[src/rtl/fetch_pkg.sv]
// Shared types and constants for the instruction fetch stage.
package fetch_pkg;

   localparam int          PC_W        = 64;
   localparam int          FETCH_DEPTH = 2;
   localparam logic [31:0] NOP_INSTR   = 32'h00000013;

   typedef enum logic [1:0] {
      BOOT,
      RUN,
      FLUSH
   } fetch_state_t;

   typedef struct packed {
      logic [PC_W-1:0] pc;
      logic [31:0]     instr;
   } fetch_entry_t;

endpackage

[src/rtl/fetch_fifo.sv]
// Two-entry synchronous fifo with flush, parameterised on the stored entry type.
module fetch_fifo
   import fetch_pkg::*;
#(
   parameter type entry_t = fetch_entry_t
) (
   input  logic       clk,
   input  logic       rst,
   input  logic       flush,
   input  logic       push,
   input  entry_t     push_data,
   input  logic       pop,
   output entry_t     head,
   output logic       empty,
   output logic       full,
   output logic [1:0] count
);

   entry_t mem [FETCH_DEPTH];
   logic   rd_ptr;
   logic   wr_ptr;
   logic   pop_ok;

   assign pop_ok = pop && !empty;
   assign empty  = (count == 2'd0);
   assign full   = (count == 2'(FETCH_DEPTH));
   assign head   = mem[rd_ptr];

   // Flush drops every entry at once and wins over a same-cycle push or pop.
   always_ff @(posedge clk or negedge rst) begin
      if (!rst) begin
         rd_ptr <= 1'b0;
         wr_ptr <= 1'b0;
         count  <= 2'd0;
      end else if (flush) begin
         rd_ptr <= 1'b0;
         wr_ptr <= 1'b0;
         count  <= 2'd0;
      end else begin
         if (push) begin
            wr_ptr <= ~wr_ptr;
         end
         if (pop_ok) begin
            rd_ptr <= ~rd_ptr;
         end
         unique case ({push, pop_ok})
            2'b10:   count <= count + 2'd1;
            2'b01:   count <= count - 2'd1;
            default: count <= count;
         endcase
      end
   end

   always_ff @(posedge clk) begin
      if (push && !flush) begin
         mem[wr_ptr] <= push_data;
      end
   end

   assert property (@(posedge clk) disable iff (!rst) !(push && !flush && full && !pop));

endmodule

[src/rtl/fetch_unit.sv]
// IF stage: PC register, credit-limited imem requests, wrong-path response dropping and decode buffer.
// Define FETCH_PERF_CNT_EN to add the perf_fetched_o / perf_stall_o counters.
module fetch_unit
   import fetch_pkg::*;
#(
   parameter int               NBITS    = PC_W,
   parameter logic [NBITS-1:0] RESET_PC = NBITS'('h400000)
) (
   input  logic             clk,
   input  logic             rst,
   input  logic             stall_i,
   input  logic             redirect_i,
   input  logic [NBITS-1:0] redirect_pc_i,
   output logic             imem_req_o,
   output logic [NBITS-1:0] imem_addr_o,
   input  logic             imem_gnt_i,
   input  logic             imem_rvalid_i,
   input  logic [31:0]      imem_rdata_i,
   output logic             valid_o,
   output logic [31:0]      IR_OUT,
   output logic [NBITS-1:0] NPC_OUT,
   output logic [NBITS-1:0] PC_OUT
`ifdef FETCH_PERF_CNT_EN
   ,
   output logic [31:0]      perf_fetched_o,
   output logic [31:0]      perf_stall_o
`endif
);

   fetch_state_t     state_q;
   fetch_state_t     state_d;
   logic [NBITS-1:0] pc_q;
   logic [1:0]       outstanding_q;
   logic [1:0]       outstanding_d;
   logic [2:0]       occupancy;
   logic             pop_raw;
   logic             pop_fire;
   logic             credit_ok;
   logic             req_pre;
   logic             gnt_fire;
   logic             rvalid_fire;
   logic             resp_push;

   fetch_entry_t     resp_in;
   fetch_entry_t     resp_head;
   logic             resp_empty;
   logic             resp_full;
   logic [1:0]       resp_count;

   logic [NBITS-1:0] tag_head;
   logic             tag_empty;
   logic             tag_full;
   logic [1:0]       tag_count;

   assign valid_o  = !resp_empty;
   assign pop_raw  = valid_o && !stall_i;
   assign pop_fire = pop_raw && !redirect_i;

   // Credits count a same-cycle pop so a steady stream sustains one word per cycle.
   assign occupancy = {1'b0, outstanding_q} + {1'b0, resp_count} - {2'b00, pop_raw};
   assign credit_ok = (occupancy < 3'(FETCH_DEPTH));
   assign req_pre   = (state_q == RUN) && credit_ok;

   assign imem_req_o  = req_pre && !redirect_i;
   assign imem_addr_o = pc_q;

   // A grant seen in the redirect cycle is still a live request on the memory side.
   assign gnt_fire      = imem_gnt_i && req_pre;
   assign rvalid_fire   = imem_rvalid_i && (state_q != BOOT) && (outstanding_q != 2'd0);
   assign resp_push     = rvalid_fire && (state_q == RUN) && !redirect_i;
   assign outstanding_d = outstanding_q + {1'b0, gnt_fire} - {1'b0, rvalid_fire};

   assign resp_in.pc    = PC_W'(tag_head);
   assign resp_in.instr = imem_rdata_i;

   assign PC_OUT  = valid_o ? NBITS'(resp_head.pc) : '0;
   assign IR_OUT  = valid_o ? resp_head.instr : NOP_INSTR;
   assign NPC_OUT = PC_OUT + NBITS'(4);

   always_ff @(posedge clk or negedge rst) begin
      if (!rst) begin
         state_q <= BOOT;
      end else begin
         state_q <= state_d;
      end
   end

   always_comb begin
      state_d = state_q;
      unique case (state_q)
         BOOT:  state_d = RUN;
         RUN: begin
            if (redirect_i && (outstanding_d != 2'd0)) begin
               state_d = FLUSH;
            end
         end
         FLUSH: begin
            if (outstanding_d == 2'd0) begin
               state_d = RUN;
            end
         end
         default: state_d = BOOT;
      endcase
   end

   always_ff @(posedge clk or negedge rst) begin
      if (!rst) begin
         pc_q          <= RESET_PC;
         outstanding_q <= 2'd0;
      end else begin
         outstanding_q <= outstanding_d;
         if (redirect_i) begin
            pc_q <= redirect_pc_i & ~NBITS'(3);
         end else if (gnt_fire) begin
            pc_q <= pc_q + NBITS'(4);
         end
      end
   end

   fetch_fifo #(
      .entry_t (fetch_entry_t)
   ) u_resp_fifo (
      .clk       (clk),
      .rst       (rst),
      .flush     (redirect_i),
      .push      (resp_push),
      .push_data (resp_in),
      .pop       (pop_fire),
      .head      (resp_head),
      .empty     (resp_empty),
      .full      (resp_full),
      .count     (resp_count)
   );

   // Tags are never flushed: each one retires with its response, wanted or not.
   fetch_fifo #(
      .entry_t (logic [NBITS-1:0])
   ) u_tag_fifo (
      .clk       (clk),
      .rst       (rst),
      .flush     (1'b0),
      .push      (gnt_fire),
      .push_data (pc_q),
      .pop       (rvalid_fire),
      .head      (tag_head),
      .empty     (tag_empty),
      .full      (tag_full),
      .count     (tag_count)
   );

   assert property (@(posedge clk) disable iff (!rst)
      (tag_count == outstanding_q) && (tag_empty == (outstanding_q == 2'd0))
      && (tag_full == (outstanding_q == 2'd2)));
   assert property (@(posedge clk) disable iff (!rst) !(resp_full && (outstanding_q != 2'd0)));

`ifdef FETCH_PERF_CNT_EN
   always_ff @(posedge clk or negedge rst) begin
      if (!rst) begin
         perf_fetched_o <= 32'd0;
         perf_stall_o   <= 32'd0;
      end else begin
         if (pop_fire) begin
            perf_fetched_o <= perf_fetched_o + 32'd1;
         end
         if (valid_o && stall_i) begin
            perf_stall_o <= perf_stall_o + 32'd1;
         end
      end
   end
`endif

endmodule

[config.mk]
export PLATFORM = sky130hd
export DESIGN_NAME = fetch_unit
export DESIGN_NICKNAME = d
export VERILOG_FILES = /design/src/rtl/fetch_pkg.sv /design/src/rtl/fetch_fifo.sv /design/src/rtl/fetch_unit.sv
export SDC_FILE = /design/constraint.sdc
export NUM_CORES = 1
export LEC_CHECK = 0
export CORE_MARGIN = 8
export CORE_UTILIZATION = 53
export CTS_CLUSTER_DIAMETER = 150
export DETAILED_ROUTE_END_ITERATION = 6
export PLACE_DENSITY = 0.85
export SYNTH_ARGS = -nofsm -noshare
export SYNTH_HDL_FRONTEND = slang
export SYNTH_SLANG_ARGS = --single-unit
[constraint.sdc]
create_clock -name clk -period 14.2 [get_ports clk]
set_input_delay 3.55 -clock clk [delete_from_list [all_inputs] [get_ports clk]]
set_output_delay 3.55 -clock clk [all_outputs]
set_load 0.01 [all_outputs]
# Yosys cells after proc, flatten, opt, wreduce, memory -nomap -nowiden
# Memory sizes are Yosys's and may differ from the RTL's.
# Index checks and enable logic that the tools add are counted.
[classes] n_eq_ne=8 reduce_logical=30 mux=18 magnitude_cmp=1 addsub=10 n_mul=0 n_div=0 shift=0 n_bitwise=4
[op_table] cell="$mux 64" n=3
[op_table] cell="$add 64x3->64 const B" n=2
[op_table] cell="$mux 32" n=1
[op_table] cell="$reduce_bool 2->1" n=7
[op_table] cell="$logic_and 1x1->1" n=13
[op_table] cell="$logic_not 2->1" n=4
[op_table] cell="$mux 1" n=8
[op_table] cell="$pmux 2 s2" n=2
[op_table] cell="$eq 2x1->1 const B" n=3
[op_table] cell="$eq 2x2->1 const B" n=3
[op_table] cell="$mux 2" n=3
[op_table] cell="$pmux 2 s3" n=1
[op_table] cell="$add 2x1->2 const B" n=2
[op_table] cell="$logic_not 1->1" n=4
[op_table] cell="$not 1->1" n=4
[op_table] cell="$sub 2x1->2 const B" n=2
[op_table] cell="$add 2x2->3" n=1
[op_table] cell="$lt 3x2->1 const B" n=1
[op_table] cell="$reduce_bool 3->1" n=1
[op_table] cell="$sub 3x1->3" n=1
[op_table] cell="$add 2x1->2" n=1
[op_table] cell="$ne 2x1->1 const B" n=1
[op_table] cell="$ne 2x2->1 const B" n=1
[op_table] cell="$reduce_and 2->1" n=1
[op_table] cell="$sub 2x1->2" n=1
[totals] rom_bits=0 mem_bits_rw=320 in_bits=102 word_cells=82 mem_count=2 ff_bits=76 latchBits=0
[memory_table] name="u_resp_fifo.mem" words=2 word_bits=96 rd=1 rd_ports_with_merged_regs=0 write_ports=1 line_no="fetch_fifo.sv:19" source="entry_t mem [FETCH_DEPTH];"
[memory_table] name="u_tag_fifo.mem" words=2 word_bits=64 rd=1 rd_ports_with_merged_regs=0 write_ports=1 line_no="fetch_fifo.sv:19"

# Logic depth before layout (Yosys ltp)
# Gate-level depths: netlist (run 1).
[logic_depth] ltp_word=13 depth_mapped=21 depth_no_buf=16

# By module
# Synthesis (run 1) repeated with hierarchy kept, for this count alone.
[hier_totals] hier_cells=1375 area_unflattened_um2=18360.1
[modules_own_cells] module="fetch_fifo at u_resp_fifo" area_per_inst_um2=7264.5 cells_per_inst=323 instances=1
[modules_own_cells] module="fetch_unit" area_per_inst_um2=6243.5 cells_per_inst=831 instances=1
[modules_own_cells] module="fetch_fifo at u_tag_fifo" area_per_inst_um2=4852.2 cells_per_inst=221 instances=1

# Worst setup path after synthesis (run 1)
# OpenSTA, ideal clock, no wires.
[synth_timing] path_kind="in2reg" from="input port redirect_i" to="memory u_resp_fifo.mem[0][0] (netlist name), enable pin" setup_slack_ps=527 t_arrival_ps=12896 stages=3 setup_ps=777 required_ps=13423 cell_sequence="clkbuf_1 > clkbuf_1 > nor4_1"
[synth_via] elab_chain_cells=5
[synth_lines] item="from (decl)" line_no="fetch_unit.sv:12" source="input logic redirect_i,"
[synth_lines] item="$logic_not 1->1 (*)" line_no="fetch_fifo.sv:55, fetch_unit.sv:70"
[synth_lines] item="$logic_and 1x1->1" line_no="fetch_unit.sv:70" source="assign resp_push = rvalid_fire && (state_q == RUN) && !redirect_i;"
[synth_lines] item="$logic_and 1x1->1 (*)" line_no="fetch_fifo.sv:55" source="if (push && !flush) begin"
[synth_lines] item="$mux 1 (*)" line_no="fetch_fifo.sv:55"
[synth_lines] item="$mux 1 (implied by the code) (*)" line_no="fetch_fifo.sv:56" source="mem[wr_ptr] <= push_data;"
[synth_lines] item="to (decl)" line_no="fetch_fifo.sv:19"
# Mark *: on every way between the ends. The rest lies on a longest branch, timed or not.

# Worst setup path after layout (run 1)
[layout_timing] from="input port stall_i" to="output port imem_req_o"
[layout_via] elab_chain_cells=6
[layout_lines] item="from (decl)" line_no="fetch_unit.sv:11" source="input logic stall_i,"
[layout_lines] item="$logic_not 1->1" line_no="fetch_unit.sv:56" source="assign pop_raw = valid_o && !stall_i;"
[layout_lines] item="$logic_and 1x1->1" line_no="fetch_unit.sv:56"
[layout_lines] item="$sub 3x1->3" line_no="fetch_unit.sv:60" source="assign occupancy = {1'b0, outstanding_q} + {1'b0, resp_count} - {2'b00, pop_raw};"
[layout_lines] item="$lt 3x2->1" line_no="fetch_unit.sv:61" source="assign credit_ok = (occupancy < 3'(FETCH_DEPTH));"
[layout_lines] item="$logic_and 1x1->1" line_no="fetch_unit.sv:62" source="assign req_pre = (state_q == RUN) && credit_ok;"
[layout_lines] item="$logic_and 1x1->1" line_no="fetch_unit.sv:64" source="assign imem_req_o = req_pre && !redirect_i;"
[layout_lines] item="to (decl)" line_no="fetch_unit.sv:14" source="output logic imem_req_o,"
# No other way between the ends.

==> flow_metrics.env, run 1 <==
export IMPL_outcome="completed"
export IMPL_grt_pass1_vias=11860
export IMPL_post_dp_hpwl_mm=32.20
export IMPL_setup_viol=0
export IMPL_async_flop_share=0.1917
export IMPL_postCtsHoldBufs=0
export IMPL_synth_compound_area_share=0.02899
export IMPL_htreeDepth=2
export IMPL_fmax_ghz=0.1036
export IMPL_synth_top_area_frac=0.5294
export IMPL_die_x_um=198.7
export IMPL_clock_path_buffers=3
export IMPL_initial_core_util=0.5331
export IMPL_die_y_um=198.7
export IMPL_synthMuxAreaShare=0.09516
export IMPL_drc=0
export IMPL_power_leakage_uw=0.007583
export IMPL_grt_max_degree=94
export IMPL_ys_dominant_reg_cell="edfxtp_1"
export IMPL_worstMarginPinSlew_ns=1.174
export IMPL_final_nets=1771
export IMPL_cts_sinks=386
export IMPL_insertion_delay_ns=0.52
export IMPL_required_ns=10.65
export IMPL_drt_iter0_markers=783
export IMPL_path_clk_slew_ns=0.06
export IMPL_netlist_area_um2=17700
export IMPL_yosys_warnings=0
export IMPL_ctsResizeCount=0
export IMPL_synth_edf_count=312
export IMPL_path_cells="clkdlybuf4s50_1 > nor2_1 > ha_1 > nand2b_1 > fa_1 > xor2_1 > nand3_1 > nor2_1 > clkdlybuf4s50_1"
export IMPL_yosysTopAreaCell="edfxtp_1"
export IMPL_portBuffers=319
export IMPL_tritoncts="built"
export IMPL_startpoint_type="primary input"
export IMPL_max_cap_violations=0
export IMPL_report_final_slew_viol_count=0
export IMPL_finalClockSkew_ns=0.01752
export IMPL_vias_per_cell=5.542
export IMPL_multi_input_area_um2=6070
export IMPL_power_density_nw_per_um2=153.5
export IMPL_setup_tns_ns=0
export IMPL_nFillCells=2360
export IMPL_ant_nets=0
export IMPL_routabilityCongestion=0.9193
export IMPL_synth_fa_ha_area_frac=0.006080
export IMPL_relSlewSlack=0.2174
export IMPL_cp_end_kind="output pin"
export IMPL_pre_cts_ws_ns=4.576
export IMPL_synth_seq_cells=386
export IMPL_cts_inserted_buffers=40
export IMPL_cts_root_buf="clkbuf_16"
export IMPL_hold_path_class="reg2reg"
export IMPL_layout_commonest_cell="clkdlybuf4s50_1"
export IMPL_crit_fanout=3
export IMPL_area_growth_pct=27.24
export IMPL_path_class="in2out"
export IMPL_core_um2=33200
export IMPL_synth_top_family_by_area="simple AND/OR/NAND/NOR gates"
export IMPL_slowest_delay_ns=0.55
export IMPL_min_period_over_period=0.6800
export IMPL_synth_cell_types=55
export IMPL_gr_total_overflow=0
export IMPL_worstHoldPathCells=1
export IMPL_vias=11860
export IMPL_synth_xor_area_frac=0.06483
export IMPL_wl_mm=44.62
export IMPL_critPathTopFamily="buffers and inverters"
export IMPL_fin_crit_ns=9.656
export IMPL_grt_usage=0.2207
export IMPL_layout_common_cells="317 x clkdlybuf4s50_1, 312 x edfxtp_1, 128 x nor2_1"
export IMPL_cp_data_arrival_time_ns=6.11
export IMPL_cpMaxStageDelayCell="clkdlybuf4s50_1"
export IMPL_grt_pass1_wl_mm=68.08
export IMPL_cp_depth=9
export IMPL_drt_pass1_iter_count=5
export IMPL_yosys_area_share_simple=0.1451
export IMPL_post_cts_buffers=0
export IMPL_wl_per_cell_um=20.85
export IMPL_io_pins=328
export IMPL_drive_above_1_share=0.1105
export IMPL_num_rows=67
export IMPL_setup_ws_ns=4.544
export IMPL_worst_path_buf_inv=2
export IMPL_vdd_drop_max_uv=77.60
export IMPL_hold_viol=0
export IMPL_synth_area_leaders="edfxtp_1 53%, dfrtp_1 10%, mux2i_1 5.3%, mux2_2 4.2%, xnor2_1 3.6%"
export IMPL_final_util=0.6784
export IMPL_syn_inst=1349
export IMPL_seqCellArea_um2=11230
export IMPL_ys_seq_area_frac=0.6341
export IMPL_antenna_found_initial=0
export IMPL_syn_avg_cell_area_um2=13.12
export IMPL_diodes=0
export IMPL_die_area_um2=39500
export IMPL_rr_worst_depth=16
export IMPL_rsz0062_at_grt="no"
-- where the power goes --
| group | total (uW) | internal, uW | switching [uW] |
|---|---|---|---|
| registers | 1510 | 1420 | 94.2 |
| logic | 915 | 420 | 495 |
| clock network | 1030 | 607 | 424 |
-- stage by stage --
stage	instances	hold WS (ns)	area, um2	total power (uW)
finish	2140	0.4667	22520	3457
detailed placement	2067	0.4600	21210	2447
floorplan	1354	0.4423	17720	2052
CTS	2140	0.4682	22520	3483
global route	2140	0.4925	22520	3607
global placement	2067	0.4517	21210	2417
-- cell usage after synthesis (20+ instances only) --
library cell,count
nand3_1,66
mux2i_1,94
dfrtp_1,73
nor2_1,130
xor2_1,59
edfxtp_1,312
o21ai_0,72
mux2_2,66
inv_1,20
nand4_1,41
xnor2_1,72
nand2_1,118
clkbuf_1,30
nor3_1,28
-- layer usage --
metal	up-vias	GRT usage	routed length (um)
met5	-	0	0
met4	0	0.05545	800
met3	58	0.04179	3621
met2	487	0.3520	20770
met1	5750	0.3098	19430
li1	5565	-	-
-- area by class of cell --
| class | count | area share |
|---|---|---|
| Multi-Input combinational cell | 882 | 0.2695 |
| Clock buffer | 46 | 0.04639 |
| Clock inverter | 27 | 0.01172 |
| Inverter | 20 | 0.003334 |
| Tap cell | 448 | 0.02489 |
| Sequential cell | 386 | 0.4986 |
| Timing Repair Buffer | 331 | 0.1456 |
-- worst paths after layout --
check / startpoint / endpoint / slack [ns]
max in group asynchronous: rst / u_resp_fifo.rd_ptr / 10.29
worst max-delay path: stall_i / imem_req_o / 4.54
worst max register to register: u_resp_fifo.count[1] / state_q[0] / 9.48
worst min-delay path: u_tag_fifo.rd_ptr / u_tag_fifo.rd_ptr / 0.47
min in group asynchronous: rst / imem_addr_o[2] / 3.17
worst min register to register: u_tag_fifo.rd_ptr / u_tag_fifo.rd_ptr / 0.47
-- kinds of logic after synthesis --
group           Yosys count
buf+inv                  86
compound gates           88
fa+ha+maj                 8
mux                     160
xor+xnor                131
simple gates            489
other cells               1
flops                   386
-- sequential cells by signal, summed over array words and instances, names as in the netlist --
signal              flops
u_tag_fifo.wr_ptr       1
u_tag_fifo.rd_ptr       1
state_q                 2
u_resp_fifo.count       2
u_resp_fifo.wr_ptr      1
u_tag_fifo.mem        124
u_tag_fifo.count        2
u_resp_fifo.rd_ptr      1
outstanding_q           2
u_resp_fifo.mem       188
imem_addr_o            62
Power figures use the tool's default switching activity.
==> run 2: changes to the inputs <==
Settings changed: CORE_UTILIZATION 53 to 48, PLACE_DENSITY 0.85 to 0.81.
Clock period 14.2 ns to 8.4 ns, I/O delays scaled along.
==> run 2 against run 1 <==
Clock power increased by 68%; sequential share of layout area about the same; clock skew decreased by 0.0039 ns; count of clock-buffer cells in the layout increased by 9; sequential power increased by 70%; worst setup slack got worse by 3.0 ns; largest power group unchanged; die area increased by 9.6%; critical path depth decreased by 1.
==> flow_metrics.env, run 2 (synthesis gave the netlist of run 1 again) <==
export IMPL_outcome="completed"
export IMPL_path_class="reg2out"
export IMPL_die_x_um=208.0
export IMPL_antenna_found_initial=0
export IMPL_vias_per_cell=5.526
export IMPL_relSlewSlack=0.3380
export IMPL_cts_root_buf="clkbuf_16"
export IMPL_diodes=0
export IMPL_vdd_drop_max_uv=155.6
export IMPL_setup_ws_ns=1.569
export IMPL_num_rows=70
export IMPL_largest_register_ffs=188
export IMPL_drt_pass1_iter_count=5
export IMPL_routabilityCongestion=0.8787
export IMPL_top_register="u_resp_fifo.mem"
export IMPL_worstMarginPinSlew_ns=0.9929
export IMPL_die_y_um=208.0
export IMPL_path_cells="buf_4 > mux2i_1 > a211oi_2 > nand4_2 > or3_4 > nor4_1 > xor2_1 > clkdlybuf4s50_1"
export IMPL_worstHoldPathCells=1
export IMPL_area_growth_pct=27.28
export IMPL_final_nets=1771
export IMPL_pre_cts_ws_ns=1.674
export IMPL_wl_per_cell_um=21.16
export IMPL_hold_end="u_tag_fifo.count[1]"
export IMPL_postCtsHoldBufs=0
export IMPL_die_area_um2=43270
export IMPL_finalClockSkew_ns=0.01360
export IMPL_crit_fanout=62
export IMPL_path_clk_slew_ns=0.06
export IMPL_ctsResizeCount=0
export IMPL_rsz0062_at_grt="no"
export IMPL_cpMaxStageDelayCell="dfrtp_4"
export IMPL_report_final_slew_viol_count=0
export IMPL_drt_iter0_markers=849
export IMPL_grt_pass1_vias=12060
export IMPL_tritoncts="built"
export IMPL_max_cap_violations=0
export IMPL_setup_tns_ns=0
export IMPL_cp_data_arrival_time_ns=4.73
export IMPL_layout_common_cells="317 x clkdlybuf4s50_1, 312 x edfxtp_1, 128 x nor2_1"
export IMPL_hold_path_startpoint="u_tag_fifo.count[1]"
export IMPL_insertion_delay_ns=0.54
export IMPL_cts_inserted_buffers=41
export IMPL_io_pins=328
export IMPL_htreeDepth=2
export IMPL_rr_worst_depth=11
export IMPL_power_density_nw_per_um2=259.3
export IMPL_grt_max_degree=93
export IMPL_vias=11930
export IMPL_grt_usage=0.2052
export IMPL_cts_sinks=386
export IMPL_portBuffers=319
export IMPL_layout_commonest_cell="clkdlybuf4s50_1"
export IMPL_required_ns=6.30
export IMPL_ant_nets=0
export IMPL_reg2reg_from="u_resp_fifo.count[1]"
export IMPL_slowest_delay_ns=0.96
export IMPL_gr_total_overflow=0
export IMPL_core_um2=36430
export IMPL_r2r_end="imem_addr_o[60]"
export IMPL_post_dp_hpwl_mm=33.08
export IMPL_setup_viol=0
export IMPL_rrSetupSlack_ns=3.33
export IMPL_startpoint_type="flip-flop"
export IMPL_min_period_over_period=0.8132
export IMPL_power_leakage_uw=0.007574
export IMPL_drive_above_1_share=0.1076
export IMPL_cp_end_kind="output pin"
export IMPL_fmax_ghz=0.1464
export IMPL_nFillCells=2759
export IMPL_initial_core_util=0.4857
export IMPL_fin_crit_ns=6.831
export IMPL_clock_path_buffers=3
export IMPL_wl_mm=45.68
export IMPL_hold_path_class="reg2reg"
export IMPL_grt_pass1_wl_mm=70.50
export IMPL_drc=0
export IMPL_hold_viol=0
export IMPL_post_cts_buffers=0
==> run 2: cell types whose count changed in the layout (fill, tap and decap cells not counted), moves of 2 or more <==
cell,before,now
clkbuf_1,5,12
inv_6,5,1
clkinv_1,7,4
clkinv_2,5,8
clkinv_4,3,0
clkbuf_16,41,43
==> run 2: worst max-delay path by stage <==
stage                                  endpoint  depth (start not counted)                from
after global routing                NPC_OUT[60]                          8  u_resp_fifo.rd_ptr
final                               NPC_OUT[57]                          8  u_resp_fifo.rd_ptr
after CTS                           NPC_OUT[57]                          8  u_resp_fifo.rd_ptr
after detailed placement             imem_req_o                          9             stall_i
after global placement               imem_req_o                          9             stall_i
after floorplan           u_resp_fifo.mem[0][0]                          3          redirect_i
==> run 2: layout make-up <==
cell class,count,area [um2],area share
repair buffers,330,3271,0.1452
well taps,468,585.6,0.02599
clock buffers,55,1121,0.04977
inverters,20,75.07,0.003333
flip-flops and latches,386,11230,0.4984
multi-input cells,882,6078,0.2698
clock inverters,18,168.9,0.007498
==> run 2: worst max-delay path: cells and delay by family (launching register included) <==
kind                      cells  cell delay, ns
DFF                           1            0.96
AOI/OAI and AO/OA             1            0.25
xor gates and xnor gates      1            0.18
muxes                         1            0.30
and+or+nand+nor               3            1.23
buffers and inverters         2            1.23
==> run 2: metal layers <==
metal	wire length, um	GRT usage
met5	0	0
met3	3454	0.05020
met2	20380	0.3206
met1	20360	0.2772
met4	1487	0.07244
==> run 2: metrics by stage <==
step | instances | power, uW | utilization | hold WS (ns) | area [um2]
after floorplan | 1354 | 3461 | - | 0.4423 | 17720
after global placement | 2086 | 4098 | 0.5829 | 0.4585 | 21240
after detailed placement | 2086 | 4141 | 0.5829 | 0.4778 | 21240
after CTS | 2159 | 5891 | 0.6183 | 0.4893 | 22530
after global routing | 2159 | 6093 | 0.6183 | 0.4987 | 22530
final | 2159 | 5841 | 0.6183 | 0.4862 | 22530
==> run 2: power breakdown <==
group	switching [uW]	internal (uW)
Sequential	161	2400
Combinational	841	710
Clock	705	1030
Total	1710	4130
==> run 3: changes to the inputs <==
Settings changed: CORE_UTILIZATION 48 to 53, PLACE_DENSITY 0.81 to 0.85.
Clock period 8.4 ns to 6.85 ns, I/O delays scaled along.
==> run 3 against run 2 <==
Die area decreased by 8.7%; count of clock-buffer cells in the layout decreased by 4; routed wire length decreased by 2.1%; sequential power increased by 23%; sequential share of layout area increased by 0.069 points; flip-flop and latch count unchanged; critical endpoint is now NPC_OUT[40]; highest routed layer unchanged.
==> flow_metrics.env, run 3 (synthesis gave the netlist of run 1 again) <==
export IMPL_outcome="completed"
export IMPL_drt_iter0_markers=854
export IMPL_antenna_found_initial=0
export IMPL_required_ns=5.14
export IMPL_htreeDepth=2
export IMPL_rsz0062_at_grt="no"
export IMPL_vdd_drop_max_uv=168.3
export IMPL_final_util=0.6776
export IMPL_vias_per_cell=5.595
export IMPL_critPathTopFamily="simple AND/OR/NAND/NOR gates"
export IMPL_finalPower_uw=7064
export IMPL_post_cts_buffers=0
export IMPL_grt_pass1_wl_mm=67.57
export IMPL_final_nets=1769
export IMPL_core_um2=33200
export IMPL_post_dp_hpwl_mm=32.16
export IMPL_wl_mm=44.73
export IMPL_cp_depth=8
export IMPL_diodes=0
export IMPL_ant_nets=0
export IMPL_relSlewSlack=0.1557
export IMPL_grt_usage=0.2197
export IMPL_die_y_um=198.7
export IMPL_switchingPower_uw=2081
export IMPL_tritoncts="built"
export IMPL_largest_register_ffs=188
export IMPL_p_clk_frac=0.287
export IMPL_rr_worst_depth=16
export IMPL_postCtsHoldBufs=0
export IMPL_num_rows=67
export IMPL_r2r_end="state_q[0]"
export IMPL_clock_path_buffers=3
export IMPL_reg2reg_from="u_resp_fifo.count[1]"
export IMPL_cp_end_kind="output pin"
export IMPL_grt_pass1_vias=11960
export IMPL_hold_viol=0
export IMPL_power_density_nw_per_um2=314.0
export IMPL_portBuffers=319
export IMPL_max_cap_violations=0
export IMPL_wl_per_cell_um=20.93
export IMPL_vias=11960
export IMPL_area_growth_pct=27.10
export IMPL_initial_core_util=0.5331
export IMPL_postPlaceCellArea_um2=21250
export IMPL_worstSetupEndpoint="NPC_OUT[40]"
export IMPL_crit_fanout=109
export IMPL_drc=0
export IMPL_setup_viol=0
export IMPL_seq_power_share=0.445
export IMPL_die_x_um=198.7
export IMPL_power_leakage_uw=0.007554
export IMPL_instances_no_fill=2137
export IMPL_layout_common_cells="317 x clkdlybuf4s50_1, 312 x edfxtp_1, 128 x nor2_1"
export IMPL_report_final_slew_viol_count=0
export IMPL_io_pins=328
export IMPL_startpoint_type="flip-flop"
export IMPL_min_period_over_period=0.8884
export IMPL_layout_commonest_cell="clkdlybuf4s50_1"
export IMPL_fmax_ghz=0.1643
export IMPL_cpMaxStageDelayCell="dfrtp_4"
export IMPL_routabilityCongestion=0.9278
export IMPL_worstMarginPinSlew_ns=1.257
export IMPL_cp_data_arrival_time_ns=4.37
export IMPL_path_class="reg2out"
export IMPL_p_sw_frac=0.2946
export IMPL_drt_pass1_iter_count=5
export IMPL_die_area_um2=39500
export IMPL_finalClockSkew_ns=0.01128
export IMPL_internal_power_uw=4983
export IMPL_grt_max_degree=122
export IMPL_slowest_delay_ns=0.67
export IMPL_setup_tns_ns=0
export IMPL_design_area_um2=22500
export IMPL_pwr_share_comb=0.268
export IMPL_top_register="u_resp_fifo.mem"
export IMPL_critPathLaunch="u_resp_fifo.rd_ptr"
export IMPL_worst_path_buf_inv=2
export IMPL_gr_total_overflow=0
export IMPL_path_clk_slew_ns=0.06
export IMPL_dp_cells=2066
export IMPL_rrSetupSlack_ns=2.43
export IMPL_path_cells="buf_12 > mux2i_1 > nor3_1 > nand4_2 > nor4_4 > nand4_1 > xnor2_1 > clkdlybuf4s50_1"
export IMPL_hold_path_class="reg2reg"
export IMPL_cts_sinks=386
export IMPL_insertion_delay_ns=0.52
export IMPL_cts_inserted_buffers=39
export IMPL_cts_root_buf="clkbuf_16"
export IMPL_ctsResizeCount=0
export IMPL_fin_crit_ns=6.086
export IMPL_drive_above_1_share=0.1078
[run 3: cell count changes in the layout (fill, tap and decap cells not counted), sizes merged]
cell,delta
bufinv,-2
clkbuf,-4
inv,+1
clkinv,+1
clkinvlp,+2
[run 3: worst min-delay path by stage]
stage,startpoint,end,slack [ns],depth (start not counted)
finish,u_tag_fifo.count[1],u_tag_fifo.count[1],0.48,1
global route,u_tag_fifo.count[1],u_tag_fifo.count[1],0.49,1
CTS,u_tag_fifo.count[1],u_tag_fifo.count[1],0.48,1
detailed placement,u_tag_fifo.count[1],u_tag_fifo.count[1],0.47,1
global placement,u_tag_fifo.count[1],u_tag_fifo.count[1],0.46,1
floorplan,u_tag_fifo.count[1],u_tag_fifo.count[1],0.44,1
[run 3: through the flow]
step / setup slack, ns / hold slack, ns
global placement: 0.9363 / 0.4551
floorplan: 0.4067 / 0.4423
detailed placement: 0.8998 / 0.4651
finish: 0.7645 / 0.4750
global route: 0.4637 / 0.4911
CTS: 0.7324 / 0.4765
[run 3: cell type report]
type | instances | area (um2)
tap | 448 | 560.5
fill | 2302 | 10700
clock inverter | 20 | 152.6
inverter | 20 | 75.07
timing repair buffer | 330 | 3308
sequential | 386 | 11230
clock buffer | 51 | 1094
multi-input combinational | 882 | 6078
[run 3: power groups by stage]
| stage | logic (uW) | clock network [uW] | registers (uW) |
|---|---|---|---|
| 2_1_floorplan | 1120 | 0 | 3120 |
| 3_3_place_gp | 1850 | 0 | 3160 |
| 3_5_place_dp | 1880 | 0 | 3190 |
| 4_1_cts | 1900 | 2070 | 3140 |
| 5_1_grt | 2030 | 2150 | 3170 |
| 6_report | 1890 | 2030 | 3140 |
[run 3: metal layers]
layer  global-route usage  vias up  share of wire
met5                    0        -              0
met2               0.3549      552           0.46
met3              0.04280       97          0.083
met1               0.2910     5756           0.42
li1                     -     5552              -
met4              0.08619        0          0.035
